==> src/rtl/hazard_pkg.sv <==
// Shared encodings for the scoreboarded hazard controller: forward selects,
// divider FSM states and a per-stage control bundle.
package hazard_pkg;

  typedef enum logic [1:0] {
    FWD_RF = 2'b00,
    FWD_W  = 2'b01,
    FWD_M  = 2'b10
  } fwd_sel_t;

  typedef enum logic [1:0] {
    DIV_IDLE = 2'b00,
    DIV_BUSY = 2'b01,
    DIV_DONE = 2'b10
  } div_state_t;

  // One bit per pipeline stage; used for both the stall and the flush vector.
  typedef struct packed {
    logic f;
    logic d;
    logic e;
    logic m;
    logic w;
  } stage_ctl_t;

  localparam stage_ctl_t STAGE_NONE = '{f: 1'b0, d: 1'b0, e: 1'b0, m: 1'b0, w: 1'b0};

endpackage

==> src/rtl/hazard_div_fsm.sv <==
// Divider occupancy tracker: holds the E stage for exactly DIV_LAT cycles per
// divide and parks in DONE until the result is allowed to leave E.
module hazard_div_fsm
  import hazard_pkg::*;
#(
  parameter int DIV_LAT = 36
) (
  input  logic clk,
  input  logic rst,
  input  logic div_startE,
  input  logic stallE,
  input  logic flushE,
  input  logic abort,
  output logic div_stall,
  output logic div_busy
);

  localparam int CW = (DIV_LAT > 2) ? $clog2(DIV_LAT) : 1;
  localparam logic [CW-1:0] CNT_LOAD = CW'(DIV_LAT - 2);

  div_state_t    state;
  logic [CW-1:0] cnt;

  // NOTE: sequential state uses non-blocking assignments so every flop
  // samples pre-edge values regardless of statement order.
  always_ff @(posedge clk or posedge rst) begin
    if (rst) begin
      state    <= DIV_IDLE;
      cnt      <= '0;
      div_busy <= 1'b0;
    end else if (abort) begin
      state    <= DIV_IDLE;
      cnt      <= '0;
      div_busy <= 1'b0;
    end else begin
      case (state)
        DIV_IDLE: begin
          if (div_startE && !flushE) begin
            state    <= DIV_BUSY;
            cnt      <= CNT_LOAD;
            div_busy <= 1'b1;
          end
        end
        DIV_BUSY: begin
          if (cnt == '0) begin
            state <= DIV_DONE;
          end else begin
            cnt <= cnt - CW'(1);
          end
        end
        DIV_DONE: begin
          // Result is held until E is free to advance (e.g. memwait ends).
          if (!stallE) begin
            state    <= DIV_IDLE;
            div_busy <= 1'b0;
          end
        end
        default: begin
          state    <= DIV_IDLE;
          cnt      <= '0;
          div_busy <= 1'b0;
        end
      endcase
    end
  end

  // The start cycle itself stalls, then DIV_LAT-1 BUSY cycles follow.
  assign div_stall = ((state == DIV_IDLE) && div_startE) || (state == DIV_BUSY);

endmodule

==> src/rtl/hazard_sb.sv <==
// Scoreboarded hazard controller for the 5-stage pipeline: forwarding, load /
// branch interlocks, memory handshake waits, divider occupancy and redirects.
module hazard_sb
  import hazard_pkg::*;
#(
  parameter int AW      = 5,
  parameter int DIV_LAT = 36
) (
  input  logic          clk,
  input  logic          rst,
  input  logic [AW-1:0] rsD,
  input  logic [AW-1:0] rtD,
  input  logic          branchD,
  input  logic [AW-1:0] rsE,
  input  logic [AW-1:0] rtE,
  input  logic [AW-1:0] writeregE,
  input  logic          regwriteE,
  input  logic          memtoregE,
  input  logic          div_startE,
  input  logic [AW-1:0] writeregM,
  input  logic          regwriteM,
  input  logic          memtoregM,
  input  logic          write_hiloM,
  input  logic          jumpM,
  input  logic          pcsrcM,
  input  logic          excM,
  input  logic          dmem_reqM,
  input  logic          dmem_readyM,
  input  logic          imem_readyF,
  input  logic [AW-1:0] writeregW,
  input  logic          regwriteW,
  output logic          forwardaD,
  output logic          forwardbD,
  output logic [1:0]    forwardaE,
  output logic [1:0]    forwardbE,
  output logic          forward_hilo_E,
  output logic          stallF,
  output logic          stallD,
  output logic          stallE,
  output logic          stallM,
  output logic          stallW,
  output logic          flushF,
  output logic          flushD,
  output logic          flushE,
  output logic          flushM,
  output logic          flushW,
  output logic          div_busy
);

  function automatic fwd_sel_t fwd_e(input logic [AW-1:0] src,
                                     input logic [AW-1:0] wr_m, input logic we_m,
                                     input logic [AW-1:0] wr_w, input logic we_w);
    if (src != '0 && we_m && src == wr_m) return FWD_M;
    if (src != '0 && we_w && src == wr_w) return FWD_W;
    return FWD_RF;
  endfunction

  function automatic logic hits(input logic [AW-1:0] dst,
                                input logic [AW-1:0] a, input logic [AW-1:0] b);
    return (dst != '0) && (dst == a || dst == b);
  endfunction

  logic       lwstall, brstall, memwait, redirect;
  logic       div_stall, div_abort, redir_pend;
  stage_ctl_t stall, flush;

  assign forwardaD      = (rsD != '0) && regwriteM && (rsD == writeregM);
  assign forwardbD      = (rtD != '0) && regwriteM && (rtD == writeregM);
  assign forwardaE      = fwd_e(rsE, writeregM, regwriteM, writeregW, regwriteW);
  assign forwardbE      = fwd_e(rtE, writeregM, regwriteM, writeregW, regwriteW);
  assign forward_hilo_E = write_hiloM;

  assign lwstall  = memtoregE && (rtE != '0) && (rtE == rsD || rtE == rtD);
  assign brstall  = branchD && ((regwriteE && hits(writeregE, rsD, rtD)) ||
                                (memtoregM && hits(writeregM, rsD, rtD)));
  assign memwait  = dmem_reqM && !dmem_readyM;
  assign redirect = jumpM || pcsrcM || excM;

  // NOTE: both vectors get a default before the priority chain so no path
  // through the block leaves them unassigned (which would infer latches).
  always_comb begin
    stall = STAGE_NONE;
    flush = STAGE_NONE;
    if (redirect) begin
      flush.f = 1'b1;
      flush.d = 1'b1;
      flush.e = 1'b1;
      flush.m = excM;
      stall.f = !imem_readyF;
    end else if (memwait) begin
      stall.f = 1'b1;
      stall.d = 1'b1;
      stall.e = 1'b1;
      stall.m = 1'b1;
      flush.w = 1'b1;
    end else if (div_stall) begin
      stall.f = 1'b1;
      stall.d = 1'b1;
      stall.e = 1'b1;
      flush.m = 1'b1;
    end else if (lwstall || brstall) begin
      stall.f = 1'b1;
      stall.d = 1'b1;
      flush.e = 1'b1;
    end else if (!imem_readyF) begin
      stall.f = 1'b1;
      flush.d = 1'b1;
    end
    // First valid fetch after a deferred redirect is still wrong-path.
    if (redir_pend && imem_readyF) flush.d = 1'b1;
  end

  assign {stallF, stallD, stallE, stallM, stallW} = {stall.f, stall.d, stall.e, stall.m, 1'b0};
  assign {flushF, flushD, flushE, flushM, flushW} = {flush.f, flush.d, flush.e, flush.m, flush.w};

  assign div_abort = excM || (flush.e && div_busy);

  hazard_div_fsm #(
    .DIV_LAT (DIV_LAT)
  ) u_div_fsm (
    .clk        (clk),
    .rst        (rst),
    .div_startE (div_startE),
    .stallE     (stall.e),
    .flushE     (flush.e),
    .abort      (div_abort),
    .div_stall  (div_stall),
    .div_busy   (div_busy)
  );

  always_ff @(posedge clk or posedge rst) begin
    if (rst) begin
      redir_pend <= 1'b0;
    end else if (redirect && !imem_readyF) begin
      redir_pend <= 1'b1;
    end else if (imem_readyF) begin
      redir_pend <= 1'b0;
    end
  end

endmodule

==> config.mk <==
export PLATFORM = sky130hd
export DESIGN_NAME = hazard_sb
export DESIGN_NICKNAME = d
export VERILOG_FILES = /design/src/rtl/hazard_pkg.sv /design/src/rtl/hazard_div_fsm.sv /design/src/rtl/hazard_sb.sv
export SDC_FILE = /design/constraint.sdc
export NUM_CORES = 1
export LEC_CHECK = 0
export BUFFER_PORTS_ARGS = -buffer_cell sky130_fd_sc_hd__buf_2
export CAP_MARGIN = 20
export CORE_ASPECT_RATIO = 1.5
export CORE_MARGIN = 2
export CORE_UTILIZATION = 50
export DETAILED_ROUTE_END_ITERATION = 8
export GPL_ROUTABILITY_DRIVEN = 1
export PLACE_DENSITY = 0.84
export SYNTH_ARGS = -nofsm -noshare
export SYNTH_HDL_FRONTEND = slang
export SYNTH_SLANG_ARGS = --single-unit
==> constraint.sdc <==
create_clock -name clk -period 2.8 [get_ports clk]
set_input_delay 0.14 -clock clk [delete_from_list [all_inputs] [get_ports clk]]
set_output_delay 0.14 -clock clk [all_outputs]
set_load 0.005 [all_outputs]
==> impl_metrics.ini, run 1 <==
[cells_and_area]
drive_above_1_share_pct = 31.3
diodes = 0
fin_cells = 283
fin_nets = 300
syn_to_final_growth_pct = 23.4

[critical_path]
cp.arrival_ns = 2.01
r2r_setup_slack_ns = 0.96
crit_chain = nor3_1 -> nand3_1 -> o22ai_1 -> o21ai_0 -> a21oi_1
crit_path_end_kind = flop
critPathBufInv = 0
cpPeakStageDelay_ns = 0.44
reg2regPathDepth = 5
path_delay_family = compound AO/OA/AOI/OAI gates
reg2reg_to = u_div_fsm.cnt[2]
critical_path.startpoint_type = flop
crit_type = reg -> reg
r2r-start = u_div_fsm.cnt[3]
worst-path-max-fanout = 8
crit_slowest_cell = dfrtp_1
worstPathRequired_ns = 2.97

[place]
place_ws_ns = 0.967
dp.cells = 278
dp_hpwl_um = 3210
gp_congestion = 0.869
port-buffer-count = 65

[global_routing]
grt_use_met1_pct = 27.9
grt_max_degree = 11
track_usage_pct = 25.2
antenna_found_initial = 0
use_met3_pct = 4.95
top_usage_layer = met2
met2_usage_pct = 41.2
first_global_vias = 1432
grt_overflow = 0
grt_first_pass_wirelength_um = 6170

[power]
pwr-share-comb_pct = 38.0
switching_share_pct = 32.7
p_sw_w = 0.000180
clockPowerShare_pct = 34.1
finalPower_w = 0.000550
intPower_w = 0.000370
max-vdd-ir-drop_uv = 153
p_seq_share_pct = 28.0
power.leakage_nw = 0.822
power_per_cell_area_nw_per_um2 = 309

[floorplanning]
rows = 23
fp.dieW_um = 47.9
die_y_um = 69.8
coreArea_um2 = 2710
dieArea_um2 = 3350
ios = 69
start_util_pct = 53.4

[sta]
setup_tns_ns = 0
hold_violations = 0
timing.fmax_ghz = 0.543
final-max-slew-violation-count = 0
finalSetupViolations = 0
period_share_pct = 65.7
fin_ws_ns = 0.959
clock_skew_ns = 0.00215
grt_setup_unrepaired = false
fin_crit_ns = 1.84

[drt]
initialDrtViolationCount = 41
vias = 1571
ant_nets = 0
firstDrtPassIters = 4
routed_wl_um = 3860
route.detailed.drc = 0
viasPerCell = 5.55
wl_per_cell_um = 13.6

[worst_hold_path]
holdPathEnd = redir_pend
holdPathStages = 2
hold_class = in -> reg
min_from = imem_readyF

[clock_network]
tritoncts = yes
root_buffer = clkbuf_8
clockBufferDepth = 2
cts.sinks = 10
cts_setup_buffers = 0
clkTransAtPathRegs_ns = 0.05
htree_levels = 1
numCtsBuffers = 3
clock_latency_ns = 0.24

[logic_synthesis]
synth.avg_cell_area_um2 = 7.53
ys_seq_area_share_pct = 17.3
syn_nets = 245
ys_async_sr_fraction_pct = 100
synth_seq_cells = 10
ys_warn_count = 0
syn_area_um2 = 1450
synth-edff-count = 0
ys.flop_type = dfrtp_1
synthDistinctLibCells = 39
syn_inst = 192

[run]
max-cap-violations = 0

[outcome]
outcome = complete, no violations
metal layers:
layer | wire length (um) | vias up | part of all wire, %
met5 | 0 | - | 0
met3 | 279 | 15 | 7.2
met4 | 178 | 0 | 4.6
met1 | 1410 | 712 | 36
li1 | - | 765 | -
met2 | 1990 | 79 | 52
flip-flops by register name (all words and copies together) (netlist names):
register and cells:
u_div_fsm.cnt 6, u_div_fsm.state 2, redir_pend 1, u_div_fsm.div_busy 1
logic make-up after synthesis:
family | count (synthesis) | share of synthesized area [%]
AOI/OAI and AO/OA | 32 | 15.9
adders and majority gates | 2 | 1.73
other | 1 | 0.259
and+or+nand+nor | 73 | 25.5
buffers and inverters | 24 | 8.92
DFF | 10 | 17.3
xor gates and xnor gates | 50 | 30.3
placed cells by master (no fill, tap or decap), types with 5 or more instances in the layout:
cell	instances
nand2_1	6
buf_2	65
dfrtp_1	10
inv_1	7
nor3_1	13
o21ai_0	5
nor2_1	28
xnor2_1	20
xor2_1	30
a21oi_1	6
worst max path at each step:
stage / from / depth (start not counted) / end / slack (ns)
after CTS: writeregE[1] / 7 / flushD / 0.97
after global routing: writeregE[1] / 7 / flushD / 0.83
final: u_div_fsm.cnt[3] / 5 / u_div_fsm.cnt[2] / 0.96
after floorplan: writeregM[2] / 6 / flushD / 1.18
after detailed placement: rtE[1] / 7 / flushD / 0.97
after global placement: writeregE[1] / 7 / flushD / 0.99
metrics by stage:
step           utilization, %  hold slack, ns  cell area [um2]
2_1_floorplan               -         -0.0198             1450
5_1_grt                  65.9           0.109             1780
3_5_place_dp             63.5           0.147             1720
4_1_cts                  65.9          0.0884             1780
6_report                 65.9          0.0923             1780
3_3_place_gp             63.5           0.146             1720
synthesized netlist by cell type (all sizes together) (2+ instances only):
library cell	number	area [um2]
o211ai	2	20.0
nand4	4	25.0
dfrtp	10	250
inv	7	26.3
nand2b	2	12.5
a22oi	3	22.5
nand3	4	20.0
o22ai	2	12.5
a21oi	8	47.6
clkbuf	3	11.3
nor3	13	65.1
o21ai	7	35.0
xnor2	20	175
or3	2	12.5
nor2	28	105
or4	6	52.6
nor3b	3	22.5
a31oi	2	12.5
nor4	4	25.0
buf	13	87.6
nand2	6	22.5
a21o	2	15.0
ha	2	25.0
xor2	30	263
area by class of cell:
class | count | area, um2
clock buffer | 4 | 55.1
fill | 252 | 922
inverter | 8 | 30.0
multi-input combinational | 158 | 1070
sequential | 10 | 250
tap | 37 | 46.3
timing repair buffer | 66 | 335
what timing repair did:
item / 4_1_cts / 5_1_grt
resized for setup: 0 / 0
hold endpoints to repair: 10 / 0
hold buffers: 1 / 0
power groups by stage:
stage / registers, W / clock network (W) / logic (W)
floorplan: 0.000154 / 0 / 0.000137
global placement: 0.000156 / 0 / 0.000204
detailed placement: 0.000156 / 0 / 0.000208
CTS: 0.000154 / 0.000188 / 0.000209
global route: 0.000154 / 0.000200 / 0.000232
finish: 0.000154 / 0.000187 / 0.000209
Power figures use the tool's default switching activity.
==> run 2, diff against run 1 <==
--- a/config.mk
+++ b/config.mk
@@ -9,10 +9,10 @@
 export CAP_MARGIN = 20
 export CORE_ASPECT_RATIO = 1.5
 export CORE_MARGIN = 2
-export CORE_UTILIZATION = 50
+export CORE_UTILIZATION = 47
 export DETAILED_ROUTE_END_ITERATION = 8
 export GPL_ROUTABILITY_DRIVEN = 1
-export PLACE_DENSITY = 0.84
+export PLACE_DENSITY = 0.8
 export SYNTH_ARGS = -nofsm -noshare
 export SYNTH_HDL_FRONTEND = slang
 export SYNTH_SLANG_ARGS = --single-unit
==> constraint.sdc (replaced) <==
create_clock -name clk -period 1.9 [get_ports clk]
set_input_delay 0.095 -clock clk [delete_from_list [all_inputs] [get_ports clk]]
set_output_delay 0.095 -clock clk [all_outputs]
set_load 0.005 [all_outputs]
==> impl_metrics.ini, run 2 (synthesis gave the netlist of run 1 again) <==
[cells_and_area]
fin_cells = 291
largest_reg_flops = 6
drive_above_1_share_pct = 32.9
layout_common_cells = buf_2 (65), xor2_1 (30), nor2_1 (28), xnor2_1 (20), nor3_1 (13)
fin_nets = 307
reg_top3 = u_div_fsm.cnt: 6 flops, u_div_fsm.state: 2 flops
diodes = 0
final_area_um2 = 1820
syn_to_final_growth_pct = 26.2
largest_register = u_div_fsm.cnt
final_common_cell = buf_2

[critical_path]
crit_path_end_kind = output pin
cpPeakStageDelay_ns = 0.45
critPathBufInv = 1
worstPathRequired_ns = 1.80
critical_path.startpoint_type = flop
cp.arrival_ns = 1.66
crit_chain = nor2_1 -> o21ai_0 -> or3_1 -> o21ai_1 -> buf_2
worst-path-max-fanout = 8
crit_slowest_cell = dfrtp_1
crit_type = reg -> out
path_delay_family = simple AND/OR/NAND/NOR gates

[sta]
hold_ws_ns = 0.0650
clock_skew_ns = 0.00267
period_share_pct = 92.2
hold_violations = 0
fin_crit_ns = 1.75
final-max-slew-violation-count = 0
setup_tns_ns = 0
finalSetupViolations = 0
grt_setup_unrepaired = false
timing.fmax_ghz = 0.571

[drt]
vias = 1557
route.detailed.drc = 0
viasPerCell = 5.35
wl_per_cell_um = 13.1
firstDrtPassIters = 4
routed_wl_um = 3800
initialDrtViolationCount = 33
ant_nets = 0

[clock_network]
numCtsBuffers = 3
clock_latency_ns = 0.23
htree_levels = 1
clkTransAtPathRegs_ns = 0.04
tritoncts = yes
clockBufferDepth = 2
cts_setup_buffers = 0
cts.sinks = 10
root_buffer = clkbuf_8

[place]
dp_hpwl_um = 3280
port-buffer-count = 65
placed_area_um2 = 1770
gp_congestion = 0.882
dp.cells = 287

[global_routing]
grt_max_degree = 11
antenna_found_initial = 0
grt_first_pass_wirelength_um = 6530
first_global_vias = 1528
track_usage_pct = 23.4
grt_overflow = 0

[worst_hold_path]
hold_class = in -> reg

[floorplanning]
die_y_um = 71.9
coreArea_um2 = 2910
start_util_pct = 49.6
dieArea_um2 = 3540
fp.dieW_um = 49.3
ios = 69
rows = 24

[outcome]
outcome = complete, no violations

[run]
max-cap-violations = 0

[power]
power.leakage_nw = 0.848
finalPower_w = 0.000758
max-vdd-ir-drop_uv = 234
power_per_cell_area_nw_per_um2 = 415
==> run 2: area by class of cell <==
cell class / instances / area [um2]
fill: 291 / 1090
inverter: 8 / 30.0
clock buffer: 3 / 41.3
sequential: 10 / 250
timing repair buffer: 73 / 388
multi-input combinational: 158 / 1070
tap: 39 / 48.8
==> run 2: report_power, final <==
part | internal, W | switching [W] | total, W
Combinational | 0.000152 | 0.000165 | 0.000317
Sequential | 0.000220 | 0.00000621 | 0.000227
Clock | 0.000138 | 0.0000765 | 0.000215
Total | 0.000510 | 0.000248 | 0.000758
==> run 2: path summary, 6_finish.rpt <==
| check | slack (ns) | cells past startpoint | start | end |
|---|---|---|---|---|
| max reg2reg | 0.22 | 7 | u_div_fsm.cnt[1] | u_div_fsm.cnt[5] |
| max | 0.15 | 5 | u_div_fsm.state[0] | flushD |
| min | 0.07 | 2 | imem_readyF | redir_pend |
| max in group asynchronous | 1.23 | 3 | rst | u_div_fsm.state[1] |
| min reg2reg | 0.50 | 2 | redir_pend | redir_pend |
| min in group asynchronous | 0.39 | 3 | rst | u_div_fsm.state[0] |
==> run 2: stage by stage <==
stage               setup slack [ns]  util, %
floorplan                      0.363        -
CTS                            0.133     62.6
finish                         0.148     62.6
global route                  0.0268     62.6
detailed placement             0.141     60.9
global placement               0.186     60.9
==> run 2: worst register-to-register path, cell delays in order, from the launching register on <==
cell      delay, ns
dfrtp_1        0.39
inv_1          0.08
ha_1           0.18
nand3_1        0.17
o22ai_1        0.12
buf_4          0.16
or2_2          0.30
a211oi_2       0.21
==> run 2: metal layers <==
layer / wire (um) / GRT usage [%] / up-vias
li1: - / - / 777
met1: 1420 / 24.1 / 707
met3: 201 / 2.26 / 11
met4: 119 / 11.7 / 0
met2: 2060 / 45.6 / 62
met5: 0 / 0 / -
==> run 2: what timing repair did <==
item                                   4_1_cts  5_1_grt
endpoints found under the hold margin       10        0
hold buffers                                 1        0
gates resized for setup                      0        0
